===== src/rtl/square_channel_ctrl_pkg.sv =====
// Shared definitions for the square channel controller: register map, frame-step
// decode masks, field widths and the frequency-sweep arithmetic.
package square_channel_ctrl_pkg;

  localparam int FREQ_W = 11;
  localparam int VOL_W  = 4;
  localparam int LEN_W  = 7;

  localparam logic [2:0] ADDR_SWEEP    = 3'd0;
  localparam logic [2:0] ADDR_DUTY_LEN = 3'd1;
  localparam logic [2:0] ADDR_ENVELOPE = 3'd2;
  localparam logic [2:0] ADDR_FREQ_LO  = 3'd3;
  localparam logic [2:0] ADDR_FREQ_HI  = 3'd4;

  // Bit n set means frame step n produces that clock.
  localparam logic [7:0] LEN_STEPS   = 8'b0101_0101;
  localparam logic [7:0] SWEEP_STEPS = 8'b0100_0100;
  localparam logic [2:0] ENV_STEP    = 3'd7;

  typedef struct packed {
    logic [2:0] period;
    logic       negate;
    logic [2:0] shift;
  } sweep_cfg_t;

  typedef struct packed {
    logic [VOL_W-1:0] init_vol;
    logic             up;
    logic [2:0]       period;
  } env_cfg_t;

  // 12-bit so an upward overflow shows in bit 11; subtraction cannot underflow.
  function automatic logic [11:0] sweep_calc(input logic [FREQ_W-1:0] shadow,
                                             input logic negate,
                                             input logic [2:0] shift);
    logic [11:0] base;
    logic [11:0] delta;
    base  = {1'b0, shadow};
    delta = base >> shift;
    return negate ? (base - delta) : (base + delta);
  endfunction

  function automatic logic sweep_overflows(input logic [FREQ_W-1:0] shadow,
                                           input logic negate,
                                           input logic [2:0] shift);
    logic [11:0] res;
    res = sweep_calc(shadow, negate, shift);
    return res[11];
  endfunction

endpackage


===== src/rtl/sound_envelope.sv =====
// Volume envelope shared by the sound channels: period timer, saturating
// volume step and trigger reload.
module sound_envelope
  import square_channel_ctrl_pkg::*;
(
  input  logic             I_BITCLK,
  input  logic             I_RESET_N,
  input  logic             env_clk,
  input  logic             trigger,
  input  env_cfg_t         cfg,
  output logic [VOL_W-1:0] volume
);

  logic [2:0]       timer_reg, timer_next;
  logic [VOL_W-1:0] vol_reg, vol_next;

  always_comb begin
    timer_next = timer_reg;
    vol_next   = vol_reg;
    if (trigger) begin
      timer_next = cfg.period;
      vol_next   = cfg.init_vol;
    end else if (env_clk && (cfg.period != 3'd0)) begin
      // A timer of 0 (never loaded) expires on its first clock rather than wrapping.
      if (timer_reg <= 3'd1) begin
        timer_next = cfg.period;
        if (cfg.up && (vol_reg != 4'd15))
          vol_next = vol_reg + 4'd1;
        else if (!cfg.up && (vol_reg != 4'd0))
          vol_next = vol_reg - 4'd1;
      end else begin
        timer_next = timer_reg - 3'd1;
      end
    end
  end

  always_ff @(posedge I_BITCLK or negedge I_RESET_N) begin
    if (!I_RESET_N) begin
      timer_reg <= '0;
      vol_reg   <= '0;
    end else begin
      timer_reg <= timer_next;
      vol_reg   <= vol_next;
    end
  end

  assign volume = vol_reg;

endmodule


===== src/rtl/square_channel_ctrl.sv =====
// Square-wave channel control: register file, frame sequencer, length counter
// and frequency sweep; the envelope lives in sound_envelope.
module square_channel_ctrl
  import square_channel_ctrl_pkg::*;
(
  input  logic              I_BITCLK,
  input  logic              I_RESET_N,
  input  logic              I_FRAME_TICK,
  input  logic              I_WR_EN,
  input  logic [2:0]        I_WR_ADDR,
  input  logic [7:0]        I_WR_DATA,
  output logic [FREQ_W-1:0] O_FREQUENCY,
  output logic [1:0]        O_DUTY_CYCLE,
  output logic [VOL_W-1:0]  O_VOLUME,
  output logic              O_WAVEFORM_EN,
  output logic              O_ACTIVE
);

  sweep_cfg_t        sweep_cfg_reg, sweep_cfg_next;
  env_cfg_t          env_cfg_reg, env_cfg_next;
  logic [1:0]        duty_reg, duty_next;
  logic              len_en_reg, len_en_next;
  logic [FREQ_W-1:0] freq_reg, freq_next;
  logic [FREQ_W-1:0] shadow_reg, shadow_next;
  logic [3:0]        sweep_timer_reg, sweep_timer_next;
  logic [LEN_W-1:0]  length_cnt_reg, length_cnt_next;
  logic [2:0]        step_reg;
  logic              enable_reg, enable_next;

  logic wr_sweep, wr_duty, wr_env, wr_lo, wr_hi, trigger;
  logic len_clk, sweep_clk, env_clk;
  logic [3:0]  sweep_reload;
  logic [11:0] calc_a;
  logic sweep_ovf, trig_ovf, len_expire, dac_on_next;

  assign wr_sweep = I_WR_EN && (I_WR_ADDR == ADDR_SWEEP);
  assign wr_duty  = I_WR_EN && (I_WR_ADDR == ADDR_DUTY_LEN);
  assign wr_env   = I_WR_EN && (I_WR_ADDR == ADDR_ENVELOPE);
  assign wr_lo    = I_WR_EN && (I_WR_ADDR == ADDR_FREQ_LO);
  assign wr_hi    = I_WR_EN && (I_WR_ADDR == ADDR_FREQ_HI);
  assign trigger  = wr_hi && I_WR_DATA[7];

  // Clocks are decoded from the step value before this tick's increment.
  assign len_clk   = I_FRAME_TICK && LEN_STEPS[step_reg];
  assign sweep_clk = I_FRAME_TICK && SWEEP_STEPS[step_reg];
  assign env_clk   = I_FRAME_TICK && (step_reg == ENV_STEP);

  assign sweep_reload = (sweep_cfg_reg.period == 3'd0) ? 4'd8 : {1'b0, sweep_cfg_reg.period};

  always_comb begin
    sweep_cfg_next = sweep_cfg_reg;
    env_cfg_next   = env_cfg_reg;
    duty_next      = duty_reg;
    len_en_next    = len_en_reg;
    if (wr_sweep) sweep_cfg_next = I_WR_DATA[6:0];
    if (wr_env)   env_cfg_next   = I_WR_DATA;
    if (wr_duty)  duty_next      = I_WR_DATA[7:6];
    if (wr_hi)    len_en_next    = I_WR_DATA[6];
  end

  always_comb begin
    freq_next        = freq_reg;
    shadow_next      = shadow_reg;
    sweep_timer_next = sweep_timer_reg;
    calc_a           = '0;
    sweep_ovf        = 1'b0;
    trig_ovf         = 1'b0;
    if (wr_lo) freq_next[7:0]  = I_WR_DATA;
    if (wr_hi) freq_next[10:8] = I_WR_DATA[2:0];
    if (trigger) begin
      shadow_next      = freq_next;
      sweep_timer_next = sweep_reload;
      trig_ovf         = (sweep_cfg_reg.shift != 3'd0) &&
                         sweep_overflows(freq_next, sweep_cfg_reg.negate, sweep_cfg_reg.shift);
    end else if (sweep_clk) begin
      if (sweep_timer_reg <= 4'd1) begin
        sweep_timer_next = sweep_reload;
        if (sweep_cfg_reg.period != 3'd0) begin
          calc_a = sweep_calc(shadow_reg, sweep_cfg_reg.negate, sweep_cfg_reg.shift);
          if (calc_a[11]) begin
            sweep_ovf = 1'b1;
          end else if (sweep_cfg_reg.shift != 3'd0) begin
            shadow_next = calc_a[FREQ_W-1:0];
            // A same-cycle frequency write is the later writer of the output.
            if (!(wr_lo || wr_hi)) freq_next = calc_a[FREQ_W-1:0];
            sweep_ovf = sweep_overflows(calc_a[FREQ_W-1:0], sweep_cfg_reg.negate,
                                        sweep_cfg_reg.shift);
          end
        end
      end else begin
        sweep_timer_next = sweep_timer_reg - 4'd1;
      end
    end
  end

  always_comb begin
    length_cnt_next = length_cnt_reg;
    len_expire      = 1'b0;
    if (wr_duty) begin
      length_cnt_next = 7'd64 - {1'b0, I_WR_DATA[5:0]};
    end else if (trigger && (length_cnt_reg == '0)) begin
      length_cnt_next = 7'd64;
    end else if (len_clk && len_en_reg && (length_cnt_reg != '0)) begin
      length_cnt_next = length_cnt_reg - 7'd1;
      len_expire      = (length_cnt_reg == 7'd1);
    end
  end

  always_comb begin
    dac_on_next = (env_cfg_next.init_vol != 4'd0) || env_cfg_next.up;
    enable_next = enable_reg;
    if (len_expire || sweep_ovf) enable_next = 1'b0;
    if (trigger)                 enable_next = !trig_ovf;
    if (!dac_on_next)            enable_next = 1'b0;
  end

  always_ff @(posedge I_BITCLK or negedge I_RESET_N) begin
    if (!I_RESET_N) begin
      sweep_cfg_reg   <= '0;
      env_cfg_reg     <= '0;
      duty_reg        <= '0;
      len_en_reg      <= 1'b0;
      freq_reg        <= '0;
      shadow_reg      <= '0;
      sweep_timer_reg <= '0;
      length_cnt_reg  <= '0;
      step_reg        <= '0;
      enable_reg      <= 1'b0;
    end else begin
      sweep_cfg_reg   <= sweep_cfg_next;
      env_cfg_reg     <= env_cfg_next;
      duty_reg        <= duty_next;
      len_en_reg      <= len_en_next;
      freq_reg        <= freq_next;
      shadow_reg      <= shadow_next;
      sweep_timer_reg <= sweep_timer_next;
      length_cnt_reg  <= length_cnt_next;
      enable_reg      <= enable_next;
      if (I_FRAME_TICK) step_reg <= step_reg + 3'd1;
    end
  end

  sound_envelope u_envelope (
    .I_BITCLK  (I_BITCLK),
    .I_RESET_N (I_RESET_N),
    .env_clk   (env_clk),
    .trigger   (trigger),
    .cfg       (env_cfg_reg),
    .volume    (O_VOLUME)
  );

  assign O_FREQUENCY   = freq_reg;
  assign O_DUTY_CYCLE  = duty_reg;
  assign O_WAVEFORM_EN = enable_reg;
  assign O_ACTIVE      = enable_reg;

endmodule


===== config.mk =====
export PLATFORM = sky130hd
export DESIGN_NAME = square_channel_ctrl
export DESIGN_NICKNAME = d
export VERILOG_FILES = /design/src/rtl/square_channel_ctrl_pkg.sv /design/src/rtl/sound_envelope.sv /design/src/rtl/square_channel_ctrl.sv
export SDC_FILE = /design/constraint.sdc
export NUM_CORES = 1
export LEC_CHECK = 0
export CELL_PAD_IN_SITES_DETAIL_PLACEMENT = 1
export CELL_PAD_IN_SITES_GLOBAL_PLACEMENT = 1
export CORE_UTILIZATION = 46
export CTS_BUF_LIST = sky130_fd_sc_hd__clkbuf_8
export DETAILED_ROUTE_END_ITERATION = 8
export DONT_BUFFER_PORTS = 1
export PLACE_DENSITY = 0.78
export SLEW_MARGIN = 25
export SYNTH_ARGS = -nofsm -noshare
export SYNTH_HDL_FRONTEND = slang
export SYNTH_SLANG_ARGS = --single-unit

===== constraint.sdc =====
create_clock -name I_BITCLK -period 6.2 [get_ports I_BITCLK]
set_clock_uncertainty 0.1 [all_clocks]
set_input_delay 0.93 -clock I_BITCLK [delete_from_list [all_inputs] [get_ports I_BITCLK]]
set_output_delay 0.93 -clock I_BITCLK [all_outputs]
set_load 0.01 [all_outputs]

==> flow_metrics.tcl <==
set metrics [dict create \
    outcome "finished, violations left" \
    failed_checks "setup timing" \
    hold_viol_final 0 \
    arrival_ns 6.52 \
    timing.final.ws_setup_ns -0.154 \
    io_buffers 0 \
    hpwl_mm 16.9 \
    area_delta_synth_final_pct 20.6 \
    layout-drive-gt1-share_pct 27.5 \
    diodes 0 \
    min_path_type "in -> async" \
    post-route-util_pct 57.4 \
    rsz0062_at_grt "true" \
    cts_buffer_depth 2 \
    drt_iter0_drc 410 \
    grt_pass1_wl_mm 36.4 \
    vias 6361 \
    netlist_area_sq_um 6380 \
    yosysSeqAreaShare_pct 24.3 \
    period_share_pct 102 \
    vias_per_cell 6.39 \
    numCtsBuffers 9 \
    track_usage_pct 32.9 \
    gp_congestion 0.903 \
    hold_buffers 0 \
    tightest_slew_ns 1.04 \
    io_pins 34 \
    grt_max_degree 63 \
    die_w_microns 120 \
    ys_warn_count 0 \
    htree_levels 3 \
    synth-main-ff-cell "dfrtp_1" \
    synth_seq_cells 62 \
    root_buffer "clkbuf_8" \
    slew_viol_final 0 \
    syn_inst 755 \
    fin_crit_ns 6.35 \
    cts.clk_slew.worst_paths_ns 0.08 \
    fp.coreArea_sq_um 13400 \
    async_reset_ff_share_pct 100 \
    syn_area_per_cell_sq_um 8.45 \
    crit_path_top_delay_cell "mux4_2" \
    setup.worst_path.class "reg -> reg" \
    antenna_found_initial 0 \
    final_nets 875 \
    routedWlPerCell_microns 23.8 \
    cp_max_fo 7 \
    grt_pass1_vias 6818 \
    drv_cap 0 \
    die_area_sq_um 14300 \
    ant_nets 0 \
    clk_latency_ns 0.36 \
    max_freq_ghz 0.157 \
    ys_types 83 \
    layout_commonest_cell "buf_4" \
    cp.required_ns 6.36 \
    drt_pass1_iterations 6 \
    cts_tree "done" \
    clock-sinks 62 \
    synth-edff-count 0 \
    syn_nets 816 \
    route.detailed.drc 0 \
    grt-ovfl-total 0 \
    chipHeight_microns 120 \
    startpoint_type "flop" \
    core.rowCount 42 \
    layout_common_cells "76 x buf_4, 65 x nand2_1, 63 x nor2_1" \
    critPathCaptureType "flop" \
    start_util_pct 47.6 \
    maxSlewHeadroom_pct 30.2 \
    setup_viol 1 \
    cpPeakStageDelay_ns 0.52 \
    wirelength_mm 23.7 \
]
## worst max-delay path: cells and delay by family (launching register included)
kind,cells,cell delay (ns)
compound gates,12,2.60
fa+ha+maj,3,0.84
xor+xnor,2,0.33
mux,1,0.52
simple gates,8,0.99
buf+inv,3,0.40
flops,1,0.47
## layout make-up
type	instances	area [sq um]
repair buffers	88	706
flip-flops and latches	62	1560
multi-input cells	605	4830
well taps	176	220
inverters	48	180
clock inverters	6	62.6
fillers	1570	5710
clock buffers	10	138
## logic make-up after synthesis
logic type / after synthesis / synth area share, %
simple gates: 238 / 18.4
compound gates: 203 / 21.1
buf+inv: 88 / 5.69
mux: 77 / 15.4
flops: 62 / 24.3
fa+ha+maj: 46 / 9.26
xor+xnor: 41 / 5.92
## final timing paths
check | cells past startpoint | end | from | slack, ns
min in group I_BITCLK | 2 | u_envelope.volume[0] | env_cfg_reg[4] | 0.43
min | 0 | length_cnt_reg[0] | I_RESET_N | 0.16
max reg2reg | 29 | O_ACTIVE | sweep_cfg_reg[1] | -0.15
min reg2reg | 2 | u_envelope.volume[0] | env_cfg_reg[4] | 0.43
max in group asynchronous | 0 | shadow_reg[6] | I_RESET_N | 5.71
max | 29 | O_ACTIVE | sweep_cfg_reg[1] | -0.15
## stage by stage
step	cell area (sq um)	worst slack (ns)	cells	hold WS, ns	TNS [ns]
3_3_place_gp	6900	-0.00548	954	0.384	-0.00548
4_1_cts	7380	0.00766	984	0.162	0
5_1_grt	7690	-0.428	995	0.158	-0.428
6_report	7690	-0.154	995	0.161	-0.154
3_5_place_dp	6900	-0.322	954	0.405	-0.322
2_1_floorplan	6380	0.0647	755	0.356	0
## synthesized netlist by cell type (3+ instances only)
cell      instances  area share [%]
nor2_1           68             4.0
nand2_1          67             3.9
dfrtp_1          62              24
a21oi_1          59             4.6
inv_1            45             2.6
ha_1             44             8.6
o21ai_0          41             3.2
mux2i_1          39             6.1
xnor2_1          25             3.4
mux2_2           24             4.2
nor3_1           22             1.7
clkbuf_1         19             1.1
nand3_1          18             1.4
xor2_1           15             2.1
a21o_1           14             1.6
a31oi_1          14             1.4
buf_2            14             1.1
mux4_2           13             4.6
and2_1            8            0.78
or3_1             8            0.78
and3_1            7            0.69
nand2b_1          7            0.69
nor2b_1           7            0.69
o22ai_1           7            0.69
a211oi_1          6            0.71
a22oi_1           5            0.59
nand4_1           5            0.49
o211ai_1          5            0.59
o31ai_1           5            0.59
buf_1             4            0.24
o21a_1            4            0.47
a222oi_1          3            0.47
a31o_2            3            0.41
o21bai_1          3            0.35
## per-layer routing
| metal | routed length, microns | up-vias | GRT usage, % |
|---|---|---|---|
| li1 | - | 2872 | - |
| met2 | 12100 | 236 | 57.1 |
| met1 | 9430 | 3185 | 39.0 |
| met4 | 1020 | 0 | 17.0 |
| met5 | 0 | - | 0 |
| met3 | 1190 | 68 | 5.18 |
## repair_timing
action                     4_1_cts  5_1_grt
gates resized for setup         49       51
setup buffers                   14       11
gates cloned                     0        0
pin swaps                       31       43
setup endpoints to repair        1        1
Power is left out: the tool's default activity adds up to more than one toggle a clock period on the data nets, which glitch-free logic cannot reach.
